$ cat config.mk
export PLATFORM = sky130hd
export DESIGN_NAME = jtag_multi_chain_tap
export DESIGN_NICKNAME = d
export VERILOG_FILES = /design/src/rtl/jtag_multi_chain_tap.sv
export SDC_FILE = /design/constraint.sdc
export NUM_CORES = 1
export LEC_CHECK = 0
export ABC_CLOCK_PERIOD_IN_PS = 1800
export CORE_MARGIN = 2
export CORE_UTILIZATION = 30
export CTS_CLUSTER_SIZE = 20
export DETAILED_ROUTE_END_ITERATION = 16
export GPL_ROUTABILITY_DRIVEN = 0
export MAX_ROUTING_LAYER = met4
export PLACE_DENSITY = 0.55
export SETUP_SLACK_MARGIN = 0.5
export SKIP_CTS_REPAIR_TIMING = 1
export SYNTH_ARGS = -nofsm -noshare
export SYNTH_HDL_FRONTEND = slang
export SYNTH_SLANG_ARGS = --single-unit
$ cat constraint.sdc
create_clock -name TCK -period 1.8 [get_ports TCK]
set_input_delay 0.27 -clock TCK [delete_from_list [all_inputs] [get_ports TCK]]
set_output_delay 0.27 -clock TCK [all_outputs]
set_load 0.005 [all_outputs]
$ cat src/rtl/jtag_multi_chain_tap.sv
// Soft IEEE 1149.1 TAP with a generic IR and NUM_CHANNELS user DRs with parallel capture/update.
// Optional IDCODE register: define JTAG_IDCODE_EN.
module jtag_multi_chain_tap #(
    parameter int unsigned          IR_WIDTH     = 8,
    parameter int unsigned          DR_WIDTH     = 9,
    parameter int unsigned          NUM_CHANNELS = 4,
    parameter logic [IR_WIDTH-1:0]  CH_BASE      = IR_WIDTH'(8'h32),
    parameter logic [31:0]          IDCODE_VALUE = 32'h0000_0001
) (
    input  logic                             TCK,
    input  logic                             JRSTN,
    input  logic                             TMS,
    input  logic                             TDI,
    output logic                             TDO,
    input  logic [NUM_CHANNELS*DR_WIDTH-1:0] dr_in,
    output logic [NUM_CHANNELS*DR_WIDTH-1:0] dr_out,
    output logic [NUM_CHANNELS-1:0]          dr_update_stb,
    output logic [IR_WIDTH-1:0]              ir_out,
    output logic [3:0]                       tap_state
);

    localparam int unsigned CH_W = (NUM_CHANNELS > 1) ? $clog2(NUM_CHANNELS) : 1;
    localparam logic [IR_WIDTH-1:0] IR_ONES = '1;

`ifdef JTAG_IDCODE_EN
    localparam logic [IR_WIDTH-1:0] IDCODE_OP  = IR_ONES - IR_WIDTH'(1);
    localparam logic [IR_WIDTH-1:0] DEFAULT_IR = IDCODE_OP;
`else
    localparam logic [IR_WIDTH-1:0] DEFAULT_IR = IR_ONES;
`endif

    typedef enum logic [3:0] {
        TLR    = 4'd0,
        RTI    = 4'd1,
        SEL_DR = 4'd2,
        CAP_DR = 4'd3,
        SH_DR  = 4'd4,
        EX1_DR = 4'd5,
        PA_DR  = 4'd6,
        EX2_DR = 4'd7,
        UPD_DR = 4'd8,
        SEL_IR = 4'd9,
        CAP_IR = 4'd10,
        SH_IR  = 4'd11,
        EX1_IR = 4'd12,
        PA_IR  = 4'd13,
        EX2_IR = 4'd14,
        UPD_IR = 4'd15
    } tap_state_e;

    tap_state_e state_q, state_d;

    logic [IR_WIDTH-1:0]     ir_sr;
    logic [DR_WIDTH-1:0]     dr_sr;
    logic                    bypass_sr;
    logic                    ch_hit;
    logic [CH_W-1:0]         ch_idx;
    logic [DR_WIDTH-1:0]     cap_val;
    logic [NUM_CHANNELS-1:0] upd_onehot;

`ifdef JTAG_IDCODE_EN
    logic [31:0] id_sr;
    logic        id_hit;
    assign id_hit = (ir_out == IDCODE_OP);
`else
    // IDCODE_VALUE has no consumer without the IDCODE register.
    logic unused_idcode;
    assign unused_idcode = ^IDCODE_VALUE;
`endif

    assign tap_state = state_q;

    always_ff @(posedge TCK or negedge JRSTN) begin
        if (!JRSTN) begin
            state_q <= TLR;
        end else begin
            state_q <= state_d;
        end
    end

    always_comb begin
        state_d = state_q;
        unique case (state_q)
            TLR:    state_d = TMS ? TLR    : RTI;
            RTI:    state_d = TMS ? SEL_DR : RTI;
            SEL_DR: state_d = TMS ? SEL_IR : CAP_DR;
            CAP_DR: state_d = TMS ? EX1_DR : SH_DR;
            SH_DR:  state_d = TMS ? EX1_DR : SH_DR;
            EX1_DR: state_d = TMS ? UPD_DR : PA_DR;
            PA_DR:  state_d = TMS ? EX2_DR : PA_DR;
            EX2_DR: state_d = TMS ? UPD_DR : SH_DR;
            UPD_DR: state_d = TMS ? SEL_DR : RTI;
            SEL_IR: state_d = TMS ? TLR    : CAP_IR;
            CAP_IR: state_d = TMS ? EX1_IR : SH_IR;
            SH_IR:  state_d = TMS ? EX1_IR : SH_IR;
            EX1_IR: state_d = TMS ? UPD_IR : PA_IR;
            PA_IR:  state_d = TMS ? EX2_IR : PA_IR;
            EX2_IR: state_d = TMS ? UPD_IR : SH_IR;
            UPD_IR: state_d = TMS ? SEL_DR : RTI;
            default: state_d = TLR;
        endcase
    end

    // Channel decode; a matching channel opcode takes priority over BYPASS/IDCODE.
    always_comb begin
        ch_hit  = 1'b0;
        ch_idx  = '0;
        cap_val = '0;
        for (int k = 0; k < NUM_CHANNELS; k++) begin
            if (ir_out == CH_BASE + IR_WIDTH'(k)) begin
                ch_hit  = 1'b1;
                ch_idx  = CH_W'(k);
                cap_val = dr_in[k*DR_WIDTH +: DR_WIDTH];
            end
        end
    end

    always_comb begin
        upd_onehot = '0;
        for (int k = 0; k < NUM_CHANNELS; k++) begin
            if (state_q == UPD_DR && ch_hit && ch_idx == CH_W'(k)) begin
                upd_onehot[k] = 1'b1;
            end
        end
    end

    always_ff @(posedge TCK or negedge JRSTN) begin
        if (!JRSTN) begin
            ir_sr  <= '0;
            ir_out <= DEFAULT_IR;
        end else begin
            case (state_q)
                CAP_IR: ir_sr  <= IR_WIDTH'(1);
                SH_IR:  ir_sr  <= {TDI, ir_sr[IR_WIDTH-1:1]};
                UPD_IR: ir_out <= ir_sr;
                default: ;
            endcase
            // Any entry into (or stay in) TLR restores the default instruction.
            if (state_d == TLR) begin
                ir_out <= DEFAULT_IR;
            end
        end
    end

    always_ff @(posedge TCK or negedge JRSTN) begin
        if (!JRSTN) begin
            dr_sr     <= '0;
            bypass_sr <= 1'b0;
`ifdef JTAG_IDCODE_EN
            id_sr     <= '0;
`endif
        end else begin
            case (state_q)
                CAP_DR: begin
                    dr_sr     <= cap_val;
                    bypass_sr <= 1'b0;
`ifdef JTAG_IDCODE_EN
                    id_sr     <= IDCODE_VALUE;
`endif
                end
                SH_DR: begin
                    dr_sr     <= (dr_sr >> 1) | (DR_WIDTH'(TDI) << (DR_WIDTH - 1));
                    bypass_sr <= TDI;
`ifdef JTAG_IDCODE_EN
                    id_sr     <= {TDI, id_sr[31:1]};
`endif
                end
                default: ;
            endcase
        end
    end

    // Only JRSTN clears the update registers; TLR via TMS leaves them alone.
    always_ff @(posedge TCK or negedge JRSTN) begin
        if (!JRSTN) begin
            dr_out        <= '0;
            dr_update_stb <= '0;
        end else begin
            dr_update_stb <= upd_onehot;
            for (int k = 0; k < NUM_CHANNELS; k++) begin
                if (upd_onehot[k]) begin
                    dr_out[k*DR_WIDTH +: DR_WIDTH] <= dr_sr;
                end
            end
        end
    end

    always_comb begin
        TDO = 1'b0;
        if (state_q == SH_IR) begin
            TDO = ir_sr[0];
        end else if (state_q == SH_DR) begin
            if (ch_hit) begin
                TDO = dr_sr[0];
`ifdef JTAG_IDCODE_EN
            end else if (id_hit) begin
                TDO = id_sr[0];
`endif
            end else begin
                TDO = bypass_sr;
            end
        end
    end

endmodule

## Word-level counts from Yosys, hierarchy flattened

Index checks and enable logic that the tools add are counted.

| cells by class | value |
|---|---|
| equality and inequality tests | 22 |
| muxes and demuxes | 36 |
| bitwise operators | 1 |
| reduce and logical (&&, ||, !) cells | 14 |

Operators by type and width:

| kind | count |
|---|---|
| $pmux W4 S12 | 1 |
| $mux W9 | 4 |
| $eq A4 B4 Y1 const B | 8 |
| $eq A8 B6 Y1 const B | 4 |
| $pmux W9 S2 | 1 |
| $eq A4 B3 Y1 const B | 4 |
| $mux W4 | 4 |
| $mux W8 | 2 |
| $pmux W8 S2 | 1 |
| $mux W1 | 15 |
| $mux W2 | 5 |
| $or A8 B9 Y9 | 1 |
| $eq A4 B2 Y1 const B | 2 |
| $logic_not A4 Y1 | 2 |
| $mux W3 | 2 |
| $reduce_bool A2 Y1 | 3 |
| $logic_and A1 B1 Y1 | 5 |
| $eq A2 B2 Y1 const B | 2 |
| $eq A4 B1 Y1 const B | 1 |
| $reduce_or A2 Y1 | 2 |
| $reduce_or A3 Y1 | 1 |
| $eq A2 B1 Y1 const B | 1 |
| $logic_not A2 Y1 | 1 |
| $pmux W1 S2 | 1 |

| word-level totals | value |
|---|---|
| register bits | 70 |
| output and inout port bits | 53 |
| word-level logic and storage cells | 83 |

## Depth between registers and ports, before layout

| logic depth | value |
|---|---|
| depth in word-level cells | 8 |
| gate-level depth with buffers | 6 |
| mapped depth without buffers | 4 |

## Least setup slack after synthesis

No wires, ideal clock.

| timing | value |
|---|---|
| path type | reg2reg |
| start | register ir_out[5] |
| end | register dr_out[0] |
| setup time | 0.125 ns |
| arrival | 1.757 ns |
| required time | 1.675 ns |
| slack | -0.082 ns |
| stages on the path, launching flop included | 5 |
| buffers on the path | 0 |
| path through | dfstp_2 > and4bb_2 > nand3_4 > nor4_4 > mux2_2 |

| between the ends | value |
|---|---|
| cells in the longest elaborated chain, start to end | 8 |

RTL lines:

| item | RTL line | RTL |
|---|---|---|
| start: declaration | 18 | `output logic [IR_WIDTH-1:0] ir_out,` |
| start signal: assignment | 135 | `UPD_IR: ir_out <= ir_sr;` |
| $eq A8 B6 Y1 | 110 | `if (ir_out == CH_BASE + IR_WIDTH'(k)) begin` |
| $mux W1 (4 in series) | 110 |  |
| $logic_and A1 B1 Y1 | 121 | `if (state_q == UPD_DR && ch_hit && ch_idx == CH_W'(k)) begin` |
| $logic_and A1 B1 Y1 * | 121 |  |
| $mux W1 * | 121 |  |
| named net upd_onehot[0] | 59 | `logic [NUM_CHANNELS-1:0] upd_onehot;` |
| end signal: indexed assignment | 182 | `dr_out[k*DR_WIDTH +: DR_WIDTH] <= dr_sr;` |
| end: declaration | 16 | `output logic [NUM_CHANNELS*DR_WIDTH-1:0] dr_out,` |

The timed path passes the listed nets; every way through them passes the cells marked *.
A chain may end at the register's enable or synchronous reset.

## Worst setup path in the final report

| timing | value |
|---|---|
| start | register ir_out[5] |
| end | output TDO |

| between the ends | value |
|---|---|
| cells in the longest elaborated chain, start to end | 8 |

RTL lines:

| item | RTL line | RTL |
|---|---|---|
| $eq A8 B6 Y1 | 110 |  |
| $mux W1 (3 in series) | 110 |  |
| $mux W1 * | 110 |  |
| $mux W1 * | 193 | `if (ch_hit) begin` |
| $mux W1 * | 192 | `end else if (state_q == SH_DR) begin` |
| $mux W1 * | 190 | `if (state_q == SH_IR) begin` |
| end: declaration | 14 | `output logic TDO,` |

Every way passes the cells marked *; elsewhere a longest branch is shown, timed or not.

==> reports/metrics.cfg <==
[route]
drt_iter0_markers = 107
ant_nets = 0
wl_um = 10300
wl_per_cell_um = 17.4
dr_total_vias = 2970
firstDrtPassIters = 4
drc = 0
viasPerCell = 4.99

[cells_and_area]
drive_gt1_share_pct = 47.9
final-seq-area_um2 = 1770
layout_commonest_cell = dfrtp_1
area.growth.synth_to_final_pct = 70.4
multi_input_area_um2 = 1820
n_antenna_cell = 0
final_cell_mix = 59 x dfrtp_1, 42 x mux2_2, 41 x dlymetal6s2s_1
nFillCells = 981
final_cells = 595
nets = 490

[clock_network]
cts_buffers = 9
cts.sinks = 70
cts-htree-levels = 3
cts_root_buf = clkbuf_8
cts.clk_slew.worst_paths_ps = 80
insertion_delay_ps = 350
clockBufferDepth = 2
cts_tree = built

[yosys]
synthXorXnorAreaFrac_pct = 0.521
synth_largest_area_cell = dfrtp_1
syn_avg_cell_area_um2 = 11.2
synth_fa_ha_area_share_pct = 0
ys_ff_latch = 70
syn_inst = 300
seq_area_frac_synth_pct = 52.4
synth_top_family_by_area = multiplexers
yosysTopAreaCellShare_pct = 46.2
ys_top_cells_by_area = dfrtp_1 46%, mux2_2 15%, dfstp_2 6.3%
synth-simple-area-share_pct = 13.6
yosysWarnings = 0
synth_compound_area_share_pct = 13.9
mappedNetlistArea_um2 = 3360
synth-async-reset-ratio_pct = 100
synth.distinct_cells = 45
syn_nets = 340
synth-edff-count = 0
synth_ff_type = dfrtp_1
muxShareOfSynthArea_pct = 16.0

[grt]
gr-total-overflow = 0
grt_pass1_wl_um = 14500
track_usage_pct = 16.3
grt_max_degree = 71
grt_pass1_vias = 2746
antenna_found_initial = 0

[setup_path]
cp_max_fo = 2
path_cells = and4bb_2, o211a_1, mux2i_1, o21ai_1, clkbuf_2
path_buf_inv = 1
ff2ff_setup_slack_ps = -120
rr_endpoint = dr_out[9]
r2r-start = ir_out[5]
crit_path_end_kind = primary output
r2r_cells = 6
crit_path_start_kind = register
crit_family = flip-flops
required_ps = 1530
crit_slowest_cell = dfstp_2
arrival_ps = 1720
worstSetupPathType = reg -> out
slowest_delay_ps = 530

[floorplanning]
die_x_um = 110
core-area_um2 = 10900
io_pins = 93
initial_core_util_pct = 30.9
dieHeight_um = 110
dieArea_um2 = 12100
fp-row-count = 38

[power_and_ir_drop]
cellPowerDensity_nw_per_um2 = 1240
ir_drop_mv = 1.12
total_power_mw = 7.12
p_leak_nw = 3.21

[timing]
min_period_over_period_pct = 111
fmax_ghz = 0.503
worstMarginPinSlew_ps = 481
hold_viol = 0
setup_ws_ps = -189
maxSlewViolCount = 0
clock_skew_ps = 11.8
rsz0062_at_grt = true
setup_violations = 35
period_needed_ps = 1990
relSlewSlack_pct = 67.9

[hold_path]
min_path_type = in -> reg
hold_start = TMS
worstHoldPathCells = 2
worstHoldEndpoint = tap_state[0]

[place]
numPortBuffers = 92
dp.cells = 548
hpwl_um = 6640

[job]
drv_cap = 0

[status]
violations = negative setup slack
outcome = finished, violations left

==> worst max-delay path by stage <==
stage / cells after the start / startpoint / slack, ps / end
after floorplan: 4 / ir_out[4] / -20 / dr_out[0]
after global placement: 5 / ir_out[6] / -170 / TDO
after detailed placement: 5 / ir_out[6] / -160 / TDO
after CTS: 5 / ir_out[6] / -560 / TDO
after global routing: 5 / ir_out[5] / -300 / TDO
final: 5 / ir_out[5] / -190 / TDO
==> registers in the layout, summed over array words and instances, names as in the netlist <==
register	cells
dr_out	36
tap_state	4
dr_update_stb	4
dr_sr	9
bypass_sr	1
ir_sr	8
ir_out	8
==> per-layer routing <==
metal / wire, um / global-route usage (%) / vias up
li1: - / - / 1388
met1: 4610 / 21.1 / 1480
met2: 4970 / 25.3 / 92
met3: 670 / 4.15 / 10
met4: 86 / 4.70 / 0
met5: 0 / - / -
==> cell type report <==
class,instances,share of cell area [%]
sequential,70,30.8
multi-input combinational,203,31.8
tap,140,3.06
inverter,6,0.437
clock buffer,10,2.40
clock inverter,6,1.20
timing repair buffer,160,30.2
==> through the flow <==
stage | hold slack [ps] | util [%] | TNS (ps) | setup WS [ps] | area [um^2]
2_1_floorplan | -25.6 | - | -354 | -24.0 | 3500
3_3_place_gp | 328 | 43.8 | -2520 | -169 | 4770
3_5_place_dp | 329 | 43.8 | -3110 | -156 | 4770
4_1_cts | -53.5 | 45.7 | -4440 | -559 | 4970
5_1_grt | 464 | 52.6 | -5600 | -296 | 5730
6_report | 458 | 52.6 | -2690 | -189 | 5730
==> report_power, final <==
part	leakage (nW)	switching, mW	total, mW	internal [mW]
combinational	2.19	1.63	3.55	1.92
sequential	0.925	0.360	2.26	1.90
clock	0.103	0.619	1.30	0.684
total	3.21	2.61	7.12	4.51
==> cell usage after synthesis, drive strengths merged, types with 2 or more instances <==
cell / instances
nand4: 3
mux2: 45
dfstp: 8
nand3b: 2
o21ai: 14
o22ai: 10
nor2b: 12
nand2: 36
a211oi: 8
clkbuf: 11
or2: 2
a21boi: 9
nand3: 13
o32ai: 8
mux2i: 3
nor2: 5
inv: 6
a21oi: 12
buf: 11
nor3: 2
dfrtp: 62
==> cell families after synthesis <==
logic type,after synthesis
xor gates and xnor gates,2
DFF,70
buffers and inverters,28
AOI/OAI and AO/OA,70
muxes,48
and+or+nand+nor,82
No activity file was read; power rests on OpenSTA's default activity.
==> variant 1: new RTL, same flow settings <==
Set the parameter `IR_WIDTH` to 9 (it was 8).
--- a/src/rtl/jtag_multi_chain_tap.sv
+++ b/src/rtl/jtag_multi_chain_tap.sv
@@ -1,7 +1,7 @@
 // Soft IEEE 1149.1 TAP with a generic IR and NUM_CHANNELS user DRs with parallel capture/update.
 // Optional IDCODE register: define JTAG_IDCODE_EN.
 module jtag_multi_chain_tap #(
-    parameter int unsigned          IR_WIDTH     = 8,
+    parameter int unsigned          IR_WIDTH     = 9,
     parameter int unsigned          DR_WIDTH     = 9,
     parameter int unsigned          NUM_CHANNELS = 4,
     parameter logic [IR_WIDTH-1:0]  CH_BASE      = IR_WIDTH'(8'h32),
Ports: changed (resized ir_out); port bits go from 93 to 94. The function was not compared with the original's and may differ.
==> variant 1 against the unedited design <==
The flow still finishes with violations (setup timing). Global-route usage fell by 0.80 points. Highest routed layer unchanged. Clock power rose by 26%. Worst hold slack got worse by 0.035 ns. Cell area rose by 9.0%. Synthesized area increased by 3.1%. Sequential cell count increased by 2. Wire length grew 4.2%. Total power fell by 8.1%. Synthesized cell count is 1.7% higher. Worst setup slack improved by 0.056 ns. Die area increased by 3.0%. First-iteration DRC count rose by 7.5%. Clock skew shrank 0.0027 ns.
==> variant 1: results (changes against the unedited design) <==
Status
  – Status: finished with violations
  – Failing checks: setup timing

Power
  – Maximum VDD drop: 0.9024 mV (-20%)
  – Clock power share: 25.0% (+6.7 points)
  – P_comb: 0.00275 W (-23%)
  – Internal Power: 0.004263 W (-5.4%)
  – Combinational fraction of design power: 42.1% (-7.8 points)
  – P_leak: 3.562 nW (+11%)

Synth
  – Post-synthesis compound-gate area fraction: 12.21% (-1.7 points)
  – Post-synth ARST share: 100.0% (unchanged)
  – Synth Area in XOR/XNOR: 0.7584% (+0.24 points)
  – YS warnings: 0 (unchanged)
  – Syn nets: 345 (+1.5%)
  – Post-synth top cells: dfrtp_1, nand2_1, mux2_2, mux2i_1, a21oi_1
  – Synth area leaders: dfrtp_1, mux2_2, dfstp_2
  – Post-synthesis mux area share: 18.20% (+2.2 points)
  – Avg Synthesized Cell Area: 11.36 um2 (+1.4%)
  – Post-synthesis cell type count: 47 (+4.4%)
  – Post-synthesis sequential area ratio: 52.33% (-0.091 points)

CTS
  – Worst-Skew Late Latency: 0.33 ns (-0.02 ns)
  – Clock Tree Root: clkbuf_16
  – Clk pin slew, worst setup/hold paths: 0.06 ns (-0.02 ns)

GRT
  – M3 GR Usage: 4.083% (-0.067 points)
  – GR Layer Usage met1: 18.63% (-2.4 points)
  – Number of global-route vias before repair: 2,874 (+4.7%)
  – First-pass GRT wire length: 14.84 mm (+2.5%)
  – GR Util All Layers: 15.51% (-0.80 points)
  – Largest net degree at the start of global routing: 73 (+2.8%)
  – GR Util met2: 25.69% (+0.36 points)

Place
  – Dpl hpwl: 6.775 mm (+2.1%)
  – Placed instance count: 561 (+2.4%)
  – Placed standard-cell area: 4841 um2 (+1.5%)
  – IO Port Bufs: 93 (+1.1%)
  – DP Worst Slack: -0.2037 ns (-0.04763 ns)

Hold path
  – Hold Path Sink: tap_state[1]

Detailed routing
  – Metal1 wirelength: 4.551 mm (-1.3%)
  – DRT iter0 DRCs: 115 (+7.5%)
  – DR vias: 3,119 (+5.0%)
  – Met2 wire length: 5.705 mm (+15%)
  – Met3 routed WL: 425 um (-37%)
  – Post-Route WL: 10.78 mm (+4.2%)

Setup path
  – Crit path largest cell delay: 0.54 ns
  – Terminus of the critical flop-to-flop path: dr_out[4]
  – CP startpoint: ir_out[8]
  – Crit-path max FO: 3 (+1)
  – R2R depth: 8 (+2)
  – RR Startpoint: ir_out[4]
  – WP data arrival: 1.66 ns (-0.06 ns)

Timing
  – Setup-failing EPs final: 32 (-8.6%)
  – Slack of the critical path: -0.1336 ns (+0.05556 ns)
  – Setup TNS: -2.405 ns (+0.2861 ns)
  – Setup Skew: 0.009092 ns (-0.002738 ns)
  – WHS: 0.4236 ns (-0.03467 ns)
  – Slew margin rel.: 73.32% (+5.4 points)

Final layout
  – # diodes: 0 (unchanged)
  – Post-route insts no fill: 629 (+5.7%)
  – Max reg flops: 36 (unchanged)
  – Fill cells: 977 (-0.41%)
  – Nets: 521 (+6.3%)
  – Layout cells sized above 1: 47.74% (-0.18 points)
## variant 1: changes by cell type in the layout (fill, tap and decap cells not counted), moves of 8 or more
| cell | change |
|---|---|
| o32ai_2 | -8 |
| buf_6 | +11 |
| mux2_4 | +33 |
| clkbuf_16 | +11 |
| a21boi_0 | -9 |
| nor2b_1 | -8 |
| mux2_2 | -41 |
| nand2_2 | -10 |
| clkbuf_8 | -10 |
| buf_4 | +13 |
| mux2i_1 | +8 |
## variant 1: layout make-up
type                            count  area (um2)  share of cell area (%)
Sequential cell                    72        1817                   29.12
Clock inverter                      6       43.79                  0.7018
Tap cell                          143       178.9                   2.867
Clock buffer                       10       229.0                   3.670
Inverter                            7       26.28                  0.4211
Multi-Input combinational cell    206        1981                   31.74
Timing Repair Buffer              185        1964                   31.48
## variant 1: kinds of logic after synthesis
family	count (synthesis)
AOI/OAI and AO/OA	64
and+or+nand+nor	83
buffers and inverters	28
muxes	55
xor gates and xnor gates	3
DFF	72
==> variant 2: new RTL, config.mk and constraints unchanged <==
Made on the original files. Register the input `dr_in` before use, without a reset. The logic sees it one clock later. The other inputs are not delayed to match.
--- a/src/rtl/jtag_multi_chain_tap.sv
+++ b/src/rtl/jtag_multi_chain_tap.sv
@@ -48,6 +48,12 @@
         UPD_IR = 4'd15
     } tap_state_e;
 
+    logic [NUM_CHANNELS*DR_WIDTH-1:0] dr_q;
+
+    always_ff @(posedge TCK) begin
+        dr_q <= dr_in;
+    end
+
     tap_state_e state_q, state_d;
 
     logic [IR_WIDTH-1:0]     ir_sr;
@@ -110,7 +116,7 @@
             if (ir_out == CH_BASE + IR_WIDTH'(k)) begin
                 ch_hit  = 1'b1;
                 ch_idx  = CH_W'(k);
-                cap_val = dr_in[k*DR_WIDTH +: DR_WIDTH];
+                cap_val = dr_q[k*DR_WIDTH +: DR_WIDTH];
             end
         end
     end
Check against the original RTL: same outputs for any inputs over 10 cycles, from zero or initial values and one cycle with JRSTN low; that may be too few to reach the edited logic, so the function may still have changed.
==> variant 2 against the unedited design <==
The run ends with hold timing, setup timing left. Wire length up 0.57%. Sequential cell count up 36. Cell area up 12%. Worst setup slack worse by 0.0063 ns. Sequential power up 35%. Non-clock buffer count down 6. Synthesized area up 22%. Largest power group unchanged. Total power up 17%. Largest cell class is now flip-flops and latches.
==> variant 2: results (changes against the unedited design) <==
Place
  – Dpl hpwl: 6.963 mm (+4.9%)
  – IO Port Bufs: 92 (unchanged)
  – Placed standard-cell area: 5441 um2 (+14%)

Timing
  – Setup Skew: 0.004384 ns (-0.007446 ns)
  – Slack of the critical path: -0.1954 ns (-0.006259 ns)
  – Final Hold Viols: 22 (+22)
  – WHS: -0.02247 ns (-0.4808 ns)
  – Slew margin rel.: 60.93% (-6.9 points)
  – Setup-failing EPs final: 45 (+29%)

CTS
  – Worst-Skew Late Latency: about 0.34 ns
  – Clk pin slew, worst setup/hold paths: about 0.07 ns
  – Clock Tree Root: clkbuf_16

Detailed routing
  – Post-Route WL: 10.40 mm (+0.57%)
  – DRT iter0 DRCs: 126 (+18%)
  – DR vias: 3,079 (+3.7%)

Synth
  – Post-synth top cells: dfrtp_1, nand2_1, mux2_2, dfxtp_1, o21ai_0
  – Post-synthesis cell type count: 48 (+6.7%)
  – Post-synth ARST share: 66.04% (-34 points)
  – Post-synthesis sequential area ratio: 60.75% (+8.3 points)
  – Syn nets: 383 (+13%)
  – Synth area leaders: dfrtp_1, dfxtp_1, mux2_2

GRT
  – Largest net degree at the start of global routing: 41 (-42%)
  – GR Util All Layers: 14.13% (-2.2 points)
  – First-pass GRT wire length: 15.52 mm (+7.2%)
  – Number of global-route vias before repair: 2,934 (+6.8%)
  – Initial antenna violation count: 0 (unchanged)

Final layout
  – Biggest regs: dr_out x36, dr_q x36, dr_sr x9
  – Nets: 529 (+8.0%)
  – Layout cells sized above 1: 38.46% (-9.5 points)

Setup path
  – Crit-path max FO: 9 (+7)
  – CP Class: reg -> reg
  – Cell at the slowest stage of the critical path: dfstp_2
  – CP endpoint: dr_out[26]
  – R2R depth: 5 (-1)
  – Crit path largest cell delay: 0.53 ns (about the same)
  – WP data arrival: 2.22 ns (+0.50 ns)

Status
  – Status: finished with violations
  – Failing checks: hold timing, setup timing

Hold path
  – Hold Crit Class: in -> async

Power
  – Maximum VDD drop: 0.4552 mV (-60%)
  – P_leak: 3.694 nW (+15%)
  – Internal Power: 0.005620 W (+25%)
[variant 2: cell types whose count changed in the layout (fill, tap and decap cells not counted), sizes merged, moves of 7 or more]
cell,unedited run,this run
mux2i,3,17
mux2,45,38
a21boi,9,1
nor2b,12,1
a31o,0,8
o32ai,8,0
buf,79,71
nand2,36,55
dfxtp,0,36
[variant 2: per-layer routing]
layer | vias up | part of all wire (%) | GRT usage, %
met2 | 84 | 46 | 20.87
li1 | 1505 | - | -
met5 | - | 0 | -
met4 | 0 | 1.7 | 6.468
met1 | 1479 | 49 | 19.37
met3 | 11 | 4.0 | 1.887
[variant 2: cell families after synthesis]
logic type,share of synthesized area [%]
muxes,14.64
buffers and inverters,2.663
AOI/OAI and AO/OA,9.278
and+or+nand+nor,12.25
xor gates and xnor gates,0.4287
DFF,60.75
[variant 2: cell type report]
type | instances | area [um2]
Timing Repair Buffer | 154 | 1668
Clock inverter | 6 | 62.56
Multi-Input combinational cell | 214 | 1747
Fill cell | 1192 | 6853
Sequential cell | 106 | 2484
Inverter | 4 | 22.52
Tap cell | 176 | 220.2
Clock buffer | 10 | 239.0
[variant 2: stage by stage]
step	setup TNS, ns	instances	utilization, %	setup WS, ns	total power [W]
floorplan	-2.781	343	-	-0.1441	0.004392
global placement	-4.712	626	40.93	-0.2589	0.005376
detailed placement	-5.814	626	40.93	-0.2551	0.005430
CTS	-6.736	642	43.20	-0.6495	0.007414
global route	-10.23	670	48.46	-0.3060	0.008822
finish	-5.697	670	48.46	-0.1954	0.008323
[variant 2: worst max-delay path, delay by kind of cell, from the launching register on]
| kind | cells | cell delay, ns |
|---|---|---|
| buffers and inverters | 1 | 0.18 |
| muxes | 1 | 0.37 |
| DFF | 1 | 0.53 |
| and+or+nand+nor | 3 | 0.79 |
[variant 2: how the worst min path moves through the flow]
stage               startpoint           end  depth (start not counted)
detailed placement       JRSTN  tap_state[1]                          2
CTS                      JRSTN      ir_sr[0]                          2
global placement         JRSTN  tap_state[2]                          2
floorplan                JRSTN     bypass_sr                          0
global route             JRSTN  tap_state[2]                          2
finish                   JRSTN  tap_state[2]                          2
[variant 2: power groups by stage]
stage               clock network (W)  logic (W)  registers [W]
floorplan                           0    0.00138        0.00302
global placement                    0    0.00235        0.00302
detailed placement                  0    0.00239        0.00304
CTS                           0.00203    0.00240        0.00299
global route                  0.00213    0.00359        0.00310
finish                        0.00197    0.00329        0.00306
